[src/rtl/degamma_sched.sv]
// -----------------------------------------------------------------------------
// degamma_sched
//
// Converts one RGB666 gamma-encoded pixel into linear RGB888 by time-sharing a
// single external degamma LUT. The channels go through the LUT one per cycle
// in R, G, B order. The finished pixel is then presented downstream.
//
// Handshake semantics (both sides): a transfer happens at a rising clk edge
// where valid && ready are both high. A valid output stays asserted, and its
// data stays stable, until it transfers. An upstream pixel is sampled only at
// its transfer edge.
//
// Ports:
//   clk        in   sole clock, rising edge
//   rst        in   synchronous active-high reset; drops any in-flight pixel
//   s_valid    in   upstream pixel valid
//   s_ready    out  upstream ready (IDLE, or OUT while downstream is ready)
//   s_r/g/b    in   6-bit gamma-encoded channels
//   lut_in     out  6-bit index into the shared LUT (0 when not converting)
//   lut_out    in   8-bit linear value for lut_in, same cycle
//   m_valid    out  downstream pixel valid
//   m_ready    in   downstream ready
//   m_r/g/b    out  8-bit linear channels, registered
//   dbg_state  out  current FSM state (IDLE=0, CH_R=1, CH_G=2, CH_B=3, OUT=4)
//   bypass     in   (only with DEGAMMA_SCHED_BYPASS_EN) per-pixel LUT bypass
//
// Optional feature: define DEGAMMA_SCHED_BYPASS_EN to add the bypass input.
// When bypass is set, each channel becomes the 6-to-8-bit replication
// {x, x[5:4]} instead of the LUT value. Timing and lut_in stay the same.
// -----------------------------------------------------------------------------
module degamma_sched (
  input  logic       clk,
  input  logic       rst,
  input  logic       s_valid,
  output logic       s_ready,
  input  logic [5:0] s_r,
  input  logic [5:0] s_g,
  input  logic [5:0] s_b,
`ifdef DEGAMMA_SCHED_BYPASS_EN
  input  logic       bypass,
`endif
  output logic [5:0] lut_in,
  input  logic [7:0] lut_out,
  output logic       m_valid,
  input  logic       m_ready,
  output logic [7:0] m_r,
  output logic [7:0] m_g,
  output logic [7:0] m_b,
  output logic [2:0] dbg_state
);

  typedef enum logic [2:0] {
    ST_IDLE = 3'd0,
    ST_CH_R = 3'd1,
    ST_CH_G = 3'd2,
    ST_CH_B = 3'd3,
    ST_OUT  = 3'd4
  } state_t;

  state_t     state_q, state_d;
  logic [5:0] r_q, g_q, b_q;
  logic [7:0] m_r_q, m_g_q, m_b_q;
  logic       capture;
  logic       ld_r, ld_g, ld_b;
  logic [7:0] chan_val;

`ifdef DEGAMMA_SCHED_BYPASS_EN
  logic bypass_q;
  // lut_in carries the channel under conversion, so it is also the bypass source.
  assign chan_val = bypass_q ? {lut_in, lut_in[5:4]} : lut_out;
`else
  assign chan_val = lut_out;
`endif

  // Next-state and output decode.
  always_comb begin
    state_d = state_q;
    s_ready = 1'b0;
    m_valid = 1'b0;
    lut_in  = 6'd0;
    capture = 1'b0;
    ld_r    = 1'b0;
    ld_g    = 1'b0;
    ld_b    = 1'b0;
    case (state_q)
      ST_IDLE: begin
        s_ready = 1'b1;
        if (s_valid) begin
          capture = 1'b1;
          state_d = ST_CH_R;
        end
      end
      ST_CH_R: begin
        lut_in  = r_q;
        ld_r    = 1'b1;
        state_d = ST_CH_G;
      end
      ST_CH_G: begin
        lut_in  = g_q;
        ld_g    = 1'b1;
        state_d = ST_CH_B;
      end
      ST_CH_B: begin
        lut_in  = b_q;
        ld_b    = 1'b1;
        state_d = ST_OUT;
      end
      ST_OUT: begin
        m_valid = 1'b1;
        // A new pixel is taken on the same edge the current one leaves.
        // This gives one pixel every four cycles with no idle gap.
        s_ready = m_ready;
        if (m_ready) begin
          if (s_valid) begin
            capture = 1'b1;
            state_d = ST_CH_R;
          end else begin
            state_d = ST_IDLE;
          end
        end
      end
      default: state_d = ST_IDLE;
    endcase
  end

  always_ff @(posedge clk) begin
    if (rst) begin
      state_q <= ST_IDLE;
      r_q     <= 6'd0;
      g_q     <= 6'd0;
      b_q     <= 6'd0;
      m_r_q   <= 8'd0;
      m_g_q   <= 8'd0;
      m_b_q   <= 8'd0;
`ifdef DEGAMMA_SCHED_BYPASS_EN
      bypass_q <= 1'b0;
`endif
    end else begin
      state_q <= state_d;
      if (capture) begin
        r_q <= s_r;
        g_q <= s_g;
        b_q <= s_b;
`ifdef DEGAMMA_SCHED_BYPASS_EN
        bypass_q <= bypass;
`endif
      end
      if (ld_r) m_r_q <= chan_val;
      if (ld_g) m_g_q <= chan_val;
      if (ld_b) m_b_q <= chan_val;
    end
  end

  assign m_r       = m_r_q;
  assign m_g       = m_g_q;
  assign m_b       = m_b_q;
  assign dbg_state = state_q;

endmodule

[config.mk]
export PLATFORM = sky130hd
export DESIGN_NAME = degamma_sched
export DESIGN_NICKNAME = d
export VERILOG_FILES = /design/src/rtl/degamma_sched.sv
export SDC_FILE = /design/constraint.sdc
export NUM_CORES = 1
export LEC_CHECK = 0
export CORE_MARGIN = 2
export CORE_UTILIZATION = 45
export DETAILED_ROUTE_END_ITERATION = 8
export HOLD_SLACK_MARGIN = 0.02
export PLACE_DENSITY = 0.85
export SYNTH_ARGS = -nofsm -noshare
export SYNTH_HDL_FRONTEND = slang
export SYNTH_SLANG_ARGS = --single-unit
[constraint.sdc]
create_clock -name clk -period 1.89 [get_ports clk]
set_clock_uncertainty 0.15 [all_clocks]
set_input_delay 0.189 -clock clk [delete_from_list [all_inputs] [get_ports clk]]
set_output_delay 0.189 -clock clk [all_outputs]
set_load 0.02 [all_outputs]
# ---- Word-level counts from Yosys, hierarchy flattened
# Cells that the tools add are included.
dict set report totals {
  regBits 45
  latchBits 0
  ramBits 0
  romBits 0
  input_bits 30
  wordCells 28
  mem_count 0
}
dict set report classes {
  n_addsub 0
  mul 0
  div 0
  order_cmp 0
  eq_ne 6
  shift 0
  n_mux 13
  bitwise 0
  n_reduce_logical 2
}
# cell count
set ops {}
lappend ops {{6-bit case mux with 3 select lines} 1}
lappend ops {{3-bit case mux with 5 select lines} 1}
lappend ops {{1-bit two-way mux} 7}
lappend ops {{3-bit by 2-bit equality test with 1-bit output, second input constant} 2}
lappend ops {{3-bit two-way mux} 2}
lappend ops {{2-bit inequality test, second input constant} 2}
lappend ops {{1-bit case mux with 2 select lines} 2}
lappend ops {{3-bit by 1-bit equality test with 1-bit output, second input constant} 1}
lappend ops {{3-bit equality test, second input constant} 1}
lappend ops {{3-bit zero test} 1}
lappend ops {{2-bit AND reduction} 1}

# ---- Longest topological paths before layout
# Gate-level depths: netlist of run 1.
dict set report logic_depth {
  depth_word 3
  depth_mapped 5
}

# ---- Least setup slack after synthesis of run 1
# No wires, ideal clock.
dict set report synth_timing {
  path_kind {register to output}
  startpoint {register state_q[1] (netlist: dbg_state[1])}
  endpoint {output port lut_in[0]}
  arrival_time_ns 1.424
  required_ns 1.551
  setup_slack_ns 0.127
  path_stages_with_launch 6
  n_path_buf 2
  cell_sequence {dfxtp_1 -> buf_2 -> buf_2 -> and2b_1 -> a22oi_1 -> nor2_1}
}
dict set report synth_via {
  elab_chain_len 2
  elab_cells_between_ends 4
}
# item line
set synth_lines {}
lappend synth_lines {{start, declared} 60} ;# state_t state_q, state_d;
lappend synth_lines {{start signal, assigned} 139} ;# state_q <= state_d;
lappend synth_lines {{3-bit by 2-bit equality test with 1-bit output / 3-bit by 1-bit equality test with 1-bit output (equally long branches)} 85} ;# case (state_q)
lappend synth_lines {{6-bit case mux with 3 select lines (*)} 85}
lappend synth_lines {{end, declared} 42} ;# output logic [5:0] lut_in,
# Every way passes the cells marked *; elsewhere a longest branch is shown, timed or not.

# ---- Worst setup path in the final report of run 1
dict set report layout_timing {
  startpoint {register state_q[1] (netlist: dbg_state[1])}
  endpoint {output port m_valid}
}
dict set report layout_via {
  elab_chain_len 2
}
# item line
set layout_lines {}
lappend layout_lines {{3-bit equality test} 85}
lappend layout_lines {{1-bit two-way mux} 85}
lappend layout_lines {{end, declared} 44} ;# output logic m_valid,
# No other way between the ends.

==> metrics.md, run 1 <==
| Metric | Value |
|---|---|
| R2r setup slk | 240 ps |
| Global-route wire length before repair | 7250 µm |
| Maximum fanout along the worst path | 11 |
| Syn nets | 230 |
| Measured slew at the worst slew-check pin | 336 ps |
| Worst setup EP type | primary output |
| Minimum clock period | 1790 ps |
| Pre-Repair DR Iteration Count | 4 |
| Largest net degree at the start of global routing | 64 |
| # hold bufs at CTS | 0 |
| Die H | 70.9 µm |
| Compound-Gate Fraction of Synth Area | 0.0422 |
| Register area | 908 µm² |
| Post-synthesis mux area share | 0.242 |
| Share of post-route cells with drive strength above 1 | 0.148 |
| Place WS | -63.5 ps |
| GRT overflow | 0 |
| Via count | 1588 |
| HP Class | input pin to flop |
| Worst flop-to-flop path startpoint | dbg_state[1] |
| CTS clk-pin slew, worst paths | 80 ps |
| Setup violators final | 0 |
| Buffer depth of the longest clock path | 2 |
| Syn avg cell area | 10.1 µm² |
| Adder-Cell Fraction of Synth Area | 0 |
| Fin Setup TNS | 0 ps |
| Area of the multi-input gates | 998 µm² |
| Syn Inst Count | 200 |
| Pwr dens | 810 mW/mm² |
| Hold slack | 301 ps |
| Synth top cells by count | dfxtp_1, mux2i_1, nand2b_1 |
| Hold Path Depth | 3 |
| Initial antenna violation count | 0 |
| Core ar. | 0.00432 mm² |
| GP Congestion | 0.853 |
| DR DRC count | 0 |
| Leak | 1.16 nW |
| Startpoint Class | flop |
| Synth-to-Final Area Change | 40.9% |
| Outcome | finished, final reports clean |
| Simple logic cell fraction of the synthesized area | 0.207 |
| Number of synthesized flops with an enable pin | 0 |
| Asr flop ratio synth | 0 |
| PortBufs | 64 |
| Dpl hpwl | 3140 µm |
| H-tree depth | 2 |
| TritonCTS Buffers | 5 |
| Worst setup margin | 97.9 ps |
| Maximum Capacitance Violations | 0 |
| Worst slew margin | 0.773 |
| Worst Path Class, Setup | flop to primary output |
| Filler cells | 362 |
| Fin. Hold Viols | 0 |
| Final Cycle Share | 0.948 |
| Reg-to-reg endpoint | r_q[4] |
| FP Rows | 24 |
| WP data arrival | 1450 ps |
| Share of the synthesized area in the top cell type | 0.447 |
| Yosys Warn Count | 0 |
| Post-CTS Setup Inserts | 0 |
| TritonCTS clock tree | done |
| Wire per inst | 13.5 µm |
| Global-route usage over all layers | 0.182 |
| Area contributors post-synth | dfxtp_1, mux2i_1, nand2b_1, nor2_1, mux2_2 |
| Xor and xnor area share after synthesis | 0.00435 |
| #FFs+latches synth | 45 |
| Mapped Area | 0.00201 mm² |
| Max VDD drop | 0.754 mV |
| Sequential fraction of the synthesis area | 0.447 |
| Worst-Skew Late Latency | 290 ps |
| Hold endpoint | g_q[1] |
| Initial Utilization | 0.466 |
| Routed vias/inst | 4.93 |
| # diodes | 0 |
| Total power | 2.30 mW |
| Slew Limit Fails | 0 |
| 1st-iter DRT viols | 83 |
| Primary FF master, synth | dfxtp_1 |
| Die area | 0.00503 mm² |
| Wirelength, routed | 4340 µm |
| Count leader, synth | dfxtp_1 |
| Die Wd | 70.9 µm |
| Startpoint of the worst hold path | s_g[1] |
| Yosys cell types | 26 |
| Reg2reg path depth | 5 |
| Largest family of logic cells by synthesized area | multiplexers |
| Synth area leader | dfxtp_1 |
| Post-Layout Cell Count | 322 |
| Required time worst endpoint | 1550 ps |
| RSZ-0062 raised after global routing | no |
| Nets | 299 |
| Placed cell count | 314 |
| CTS Root Buffer Type | clkbuf_8 |
| Vias in the first global route | 1532 |
| Clock sink count | 45 |
| Fmax achieved | 0.558 GHz |
| # IOs | 65 |
| Antenna viol nets, final | 0 |
[per-layer routing]
metal / track usage / wire, µm
met1: 0.231 / 1900
met2: 0.300 / 2200
met3: 0.0399 / 166
met4: 0.0734 / 70
met5: 0 / 0
[kinds of logic after synthesis]
family,after synthesis
and+or+nand+nor,77
muxes,48
DFF,45
buffers and inverters,19
AOI/OAI and AO/OA,10
xor gates and xnor gates,1
[flip-flops by register name, indices dropped and copies added (netlist names)]
signal and count:
m_g 8, dbg_state 3, g_q 6, r_q 6, m_b 8, b_q 6
m_r 8
[report_power, final]
group / switching (mW) / internal [mW]
combinational: 0.234 / 0.277
sequential: 0.0449 / 1.02
clock: 0.334 / 0.396
[worst max-delay path by stage]
stage	startpoint	end	slack (ps)	depth (start not counted)
floorplan	dbg_state[1]	lut_in[0]	130	5
global placement	dbg_state[1]	lut_in[2]	-5	4
detailed placement	m_ready	b_q[0]	-60	6
CTS	dbg_state[1]	lut_in[0]	10	4
global route	dbg_state[1]	m_valid	40	3
finish	dbg_state[1]	m_valid	100	3
[metrics by stage]
step | utilization | cell area (µm²)
6_report | 0.657 | 2840
5_1_grt | 0.657 | 2840
4_1_cts | 0.663 | 2870
3_5_place_dp | 0.636 | 2750
3_3_place_gp | 0.636 | 2750
2_1_floorplan | - | 2010
[final cells by class]
class                   instances  share of cell area
multi-input cells             136               0.352
flip-flops and latches         45               0.320
repair buffers                 79               0.262
clock buffers                   5              0.0242
well taps                      52              0.0229
clock inverters                 3              0.0163
inverters                       2             0.00264
[repair_timing]
action / in CTS / in global routing
gates resized for setup: 17 / 9
setup endpoints to repair: 10 / 7
pin swaps: 0 / 0
[cell usage in the layout (no fill, tap or decap), types with 3 or more instances in the layout]
master	netlist	routed
clkdlybuf4s50_1	0	55
dfxtp_1	45	43
mux2i_1	42	42
nand2b_1	36	36
nor2_1	29	29
buf_4	3	13
mux2_2	6	6
clkbuf_8	0	5
clkbuf_2	0	5
a22oi_1	4	4
nand2_1	3	3
nand3b_1	3	3
a21oi_1	3	3
dlygate4sd2_1	0	3
[critical path, stage by stage, from the launching register on]
cell           delay (ps)
dfxtp_4               380
buf_4                 180
nor3b_2               220
dlygate4sd2_1         380
No activity file was read; power rests on OpenSTA's default activity.
==> inputs of run 2 (changes only) <==
- clock period: 1.89 -> 1.9 ns (I/O delays scaled with it)
==> run 2 against run 1 <==
Compared with the run above: first-iteration DRC count up 54%; via count down 2.0%; global-route usage up 0.24 points; worst hold slack better by 14 ps; sequential power about the same; routed wire length up 2.4%; design area about the same; critical endpoint is now lut_in[3]; largest power group unchanged; non-clock buffer count down 1; clock power down 3.3%; power down 1.4%.
==> metrics.md, run 2 (same netlist as run 1, synthesis figures left out) <==
| Metric | Value |
|---|---|
| Routed vias/inst | 4.85 (-1.7%) |
| Nets | 298 (-0.33%) |
| Switch Pwr | 0.588 mW (-4.0%) |
| Largest net degree at the start of global routing | 64 (unchanged) |
| HP Class | input pin to flop |
| Required time worst endpoint | 1560 ps (about the same) |
| Initial Utilization | 0.466 (unchanged) |
| Clock share of power | 0.311 (-0.006) |
| Leading cell type in the layout, fill and taps excluded | clkdlybuf4s50_1 |
| Antenna viol nets, final | 0 (unchanged) |
| DR DRC count | 0 (unchanged) |
| GP Congestion | 0.794 (-6.9%) |
| Pwr dens | 799 mW/mm² (-1.4%) |
| Startpoint Class | flop |
| CTS clk-pin slew, worst paths | 80 ps (about the same) |
| TritonCTS Buffers | 5 (unchanged) |
| Die area | 0.00503 mm² (unchanged) |
| Dpl hpwl | 3130 µm (-0.22%) |
| Top sig layer | met4 |
| Metal-1 WL | 1960 µm (+3.1%) |
| Crit-path slowest cell | dfxtp_4 |
| Worst slew margin | 0.774 (+0.000928) |
| Met3 wire len | 136 µm (-18%) |
| WP data arrival | 1510 ps (+60 ps) |
| Wire per inst | 13.8 µm (+2.7%) |
| Outcome | finished, final reports clean |
| Wirelength, routed | 4440 µm (+2.4%) |
| Fin Setup TNS | 0 ps (unchanged) |
| Max VDD drop | 0.615 mV (-18%) |
| Measured slew at the worst slew-check pin | 339 ps (+3.35 ps) |
| Vias in the first global route | 1565 (+2.2%) |
| Setup violators final | 0 (unchanged) |
| PortBufs | 64 (unchanged) |
| Via count | 1556 (-2.0%) |
| # IOs | 65 (unchanged) |
| Minimum clock period | 1850 ps |
| Initial antenna violation count | 0 (unchanged) |
| Worst Path Class, Setup | flop to primary output |
| # diodes | 0 (unchanged) |
| Filler cells | 368 (+1.7%) |
| Post-Layout Cell Count | 321 (-0.31%) |
| Switching share of total power | 0.259 (-0.00684) |
| Fin. Hold Viols | 0 (unchanged) |
| Worst setup EP type | primary output |
| Final Cycle Share | 0.975 |
| TritonCTS clock tree | done |
| Leak | 1.16 nW (-0.43%) |
| Global-route usage over all layers | 0.184 (+0.00241) |
| Maximum Capacitance Violations | 0 (unchanged) |
| # hold bufs at CTS | 0 (unchanged) |
| RSZ-0062 raised after global routing | no |
| H-tree depth | 2 (unchanged) |
| Share of post-route cells with drive strength above 1 | 0.134 (-0.0143) |
| 1st-iter DRT viols | 128 (+54%) |
| Logic pwr share | 0.223 (about the same) |
| Met2 wire len | 2250 µm (+2.1%) |
| Post-CTS Setup Inserts | 0 (unchanged) |
| Fmax achieved | 0.540 GHz |
| CP Cell Sequence | mux2_2 > a22oi_1 > nor2_1 > clkdlybuf4s15_1 |
| Pre-Repair DR Iteration Count | 4 (unchanged) |
| Core ar. | 0.00432 mm² (unchanged) |
| Commonest cells after routing, fill and taps aside | clkdlybuf4s50_1, dfxtp_1, mux2i_1 |
| Die Wd | 70.9 µm (unchanged) |
| Worst path max stage delay | 400 ps (+20 ps) |
| Placed cell count | 313 (-0.32%) |
| Die H | 70.9 µm (unchanged) |
| Synth-to-Final Area Change | 40.9% (about the same) |
| Slew Limit Fails | 0 (unchanged) |
| GRT overflow | 0 (unchanged) |
| Buffer depth of the longest clock path | 2 (unchanged) |
| Int Power | 1.68 mW (-0.52%) |
| Worst-Skew Late Latency | 290 ps (about the same) |
| Clock sink count | 45 (unchanged) |
| Seq pwr share | 0.466 (+0.005) |
| CTS Root Buffer Type | clkbuf_8 |
| Global-route wire length before repair | 7330 µm (+1.2%) |
| Maximum fanout along the worst path | 6 (-5) |
| FP Rows | 24 (unchanged) |
[run 2: cell count changes in the layout (fill, tap and decap cells not counted)]
cell	previous run	this run
buf_2	1	0
buf_4	13	12
clkbuf_1	0	1
clkbuf_2	5	4
clkdlybuf4s15_1	0	2
clkinvlp_4	1	0
[run 2: layout make-up]
type	count	area, µm²	share of cell area
inverters	2	7.51	0.00265
flip-flops and latches	45	908	0.320
clock inverters	2	38.8	0.0137
repair buffers	78	747	0.263
clock buffers	6	72.6	0.0256
well taps	52	65.1	0.0229
multi-input cells	136	998	0.352
[run 2: critical path, delay by kind of cell (launching register included)]
family	cells	cell delay [ps]
AOI/OAI and AO/OA	1	140
muxes	1	340
buffers and inverters	1	280
DFF	1	400
and+or+nand+nor	1	60
[run 2: per-stage QoR]
step	power (mW)	area, µm²	utilization	hold WS [ps]	setup WS (ps)
after floorplan	1.38	2010	-	184	136
final	2.27	2840	0.656	315	48.2
after CTS	2.29	2850	0.659	313	13.6
after global placement	1.58	2740	0.634	309	-4.43
after detailed placement	1.59	2740	0.634	311	-35.0
after global routing	2.38	2840	0.656	319	0.757
[run 2: what timing repair did]
action / 4_1_cts / 5_1_grt
resized for setup: 13 / 10
pin swaps: 0 / 0
endpoints found under the hold margin: 0 / 0
setup endpoints to repair: 10 / 7
[run 2: metal layers]
layer / global-route usage / up-vias
li1: - / 797
met1: 0.228 / 717
met2: 0.317 / 34
met3: 0.0385 / 8
met4: 0.0650 / 0
met5: 0 / -
[run 2: path summary, 6_finish.rpt]
path	from	to	slack, ps	cells after the start
setup reg to reg	dbg_state[1]	r_q[0]	240	5
setup / recovery	dbg_state[1]	lut_in[3]	50	4
hold / removal	s_r[2]	r_q[2]	310	3
hold reg to reg	b_q[3]	b_q[3]	310	2
[run 2: power groups by stage]
stage / clock, mW / sequential, mW / combinational, mW
2_1_floorplan: 0 / 1.10 / 0.280
3_3_place_gp: 0 / 1.08 / 0.509
3_5_place_dp: 0 / 1.08 / 0.518
4_1_cts: 0.723 / 1.06 / 0.511
5_1_grt: 0.769 / 1.06 / 0.544
6_report: 0.705 / 1.06 / 0.506
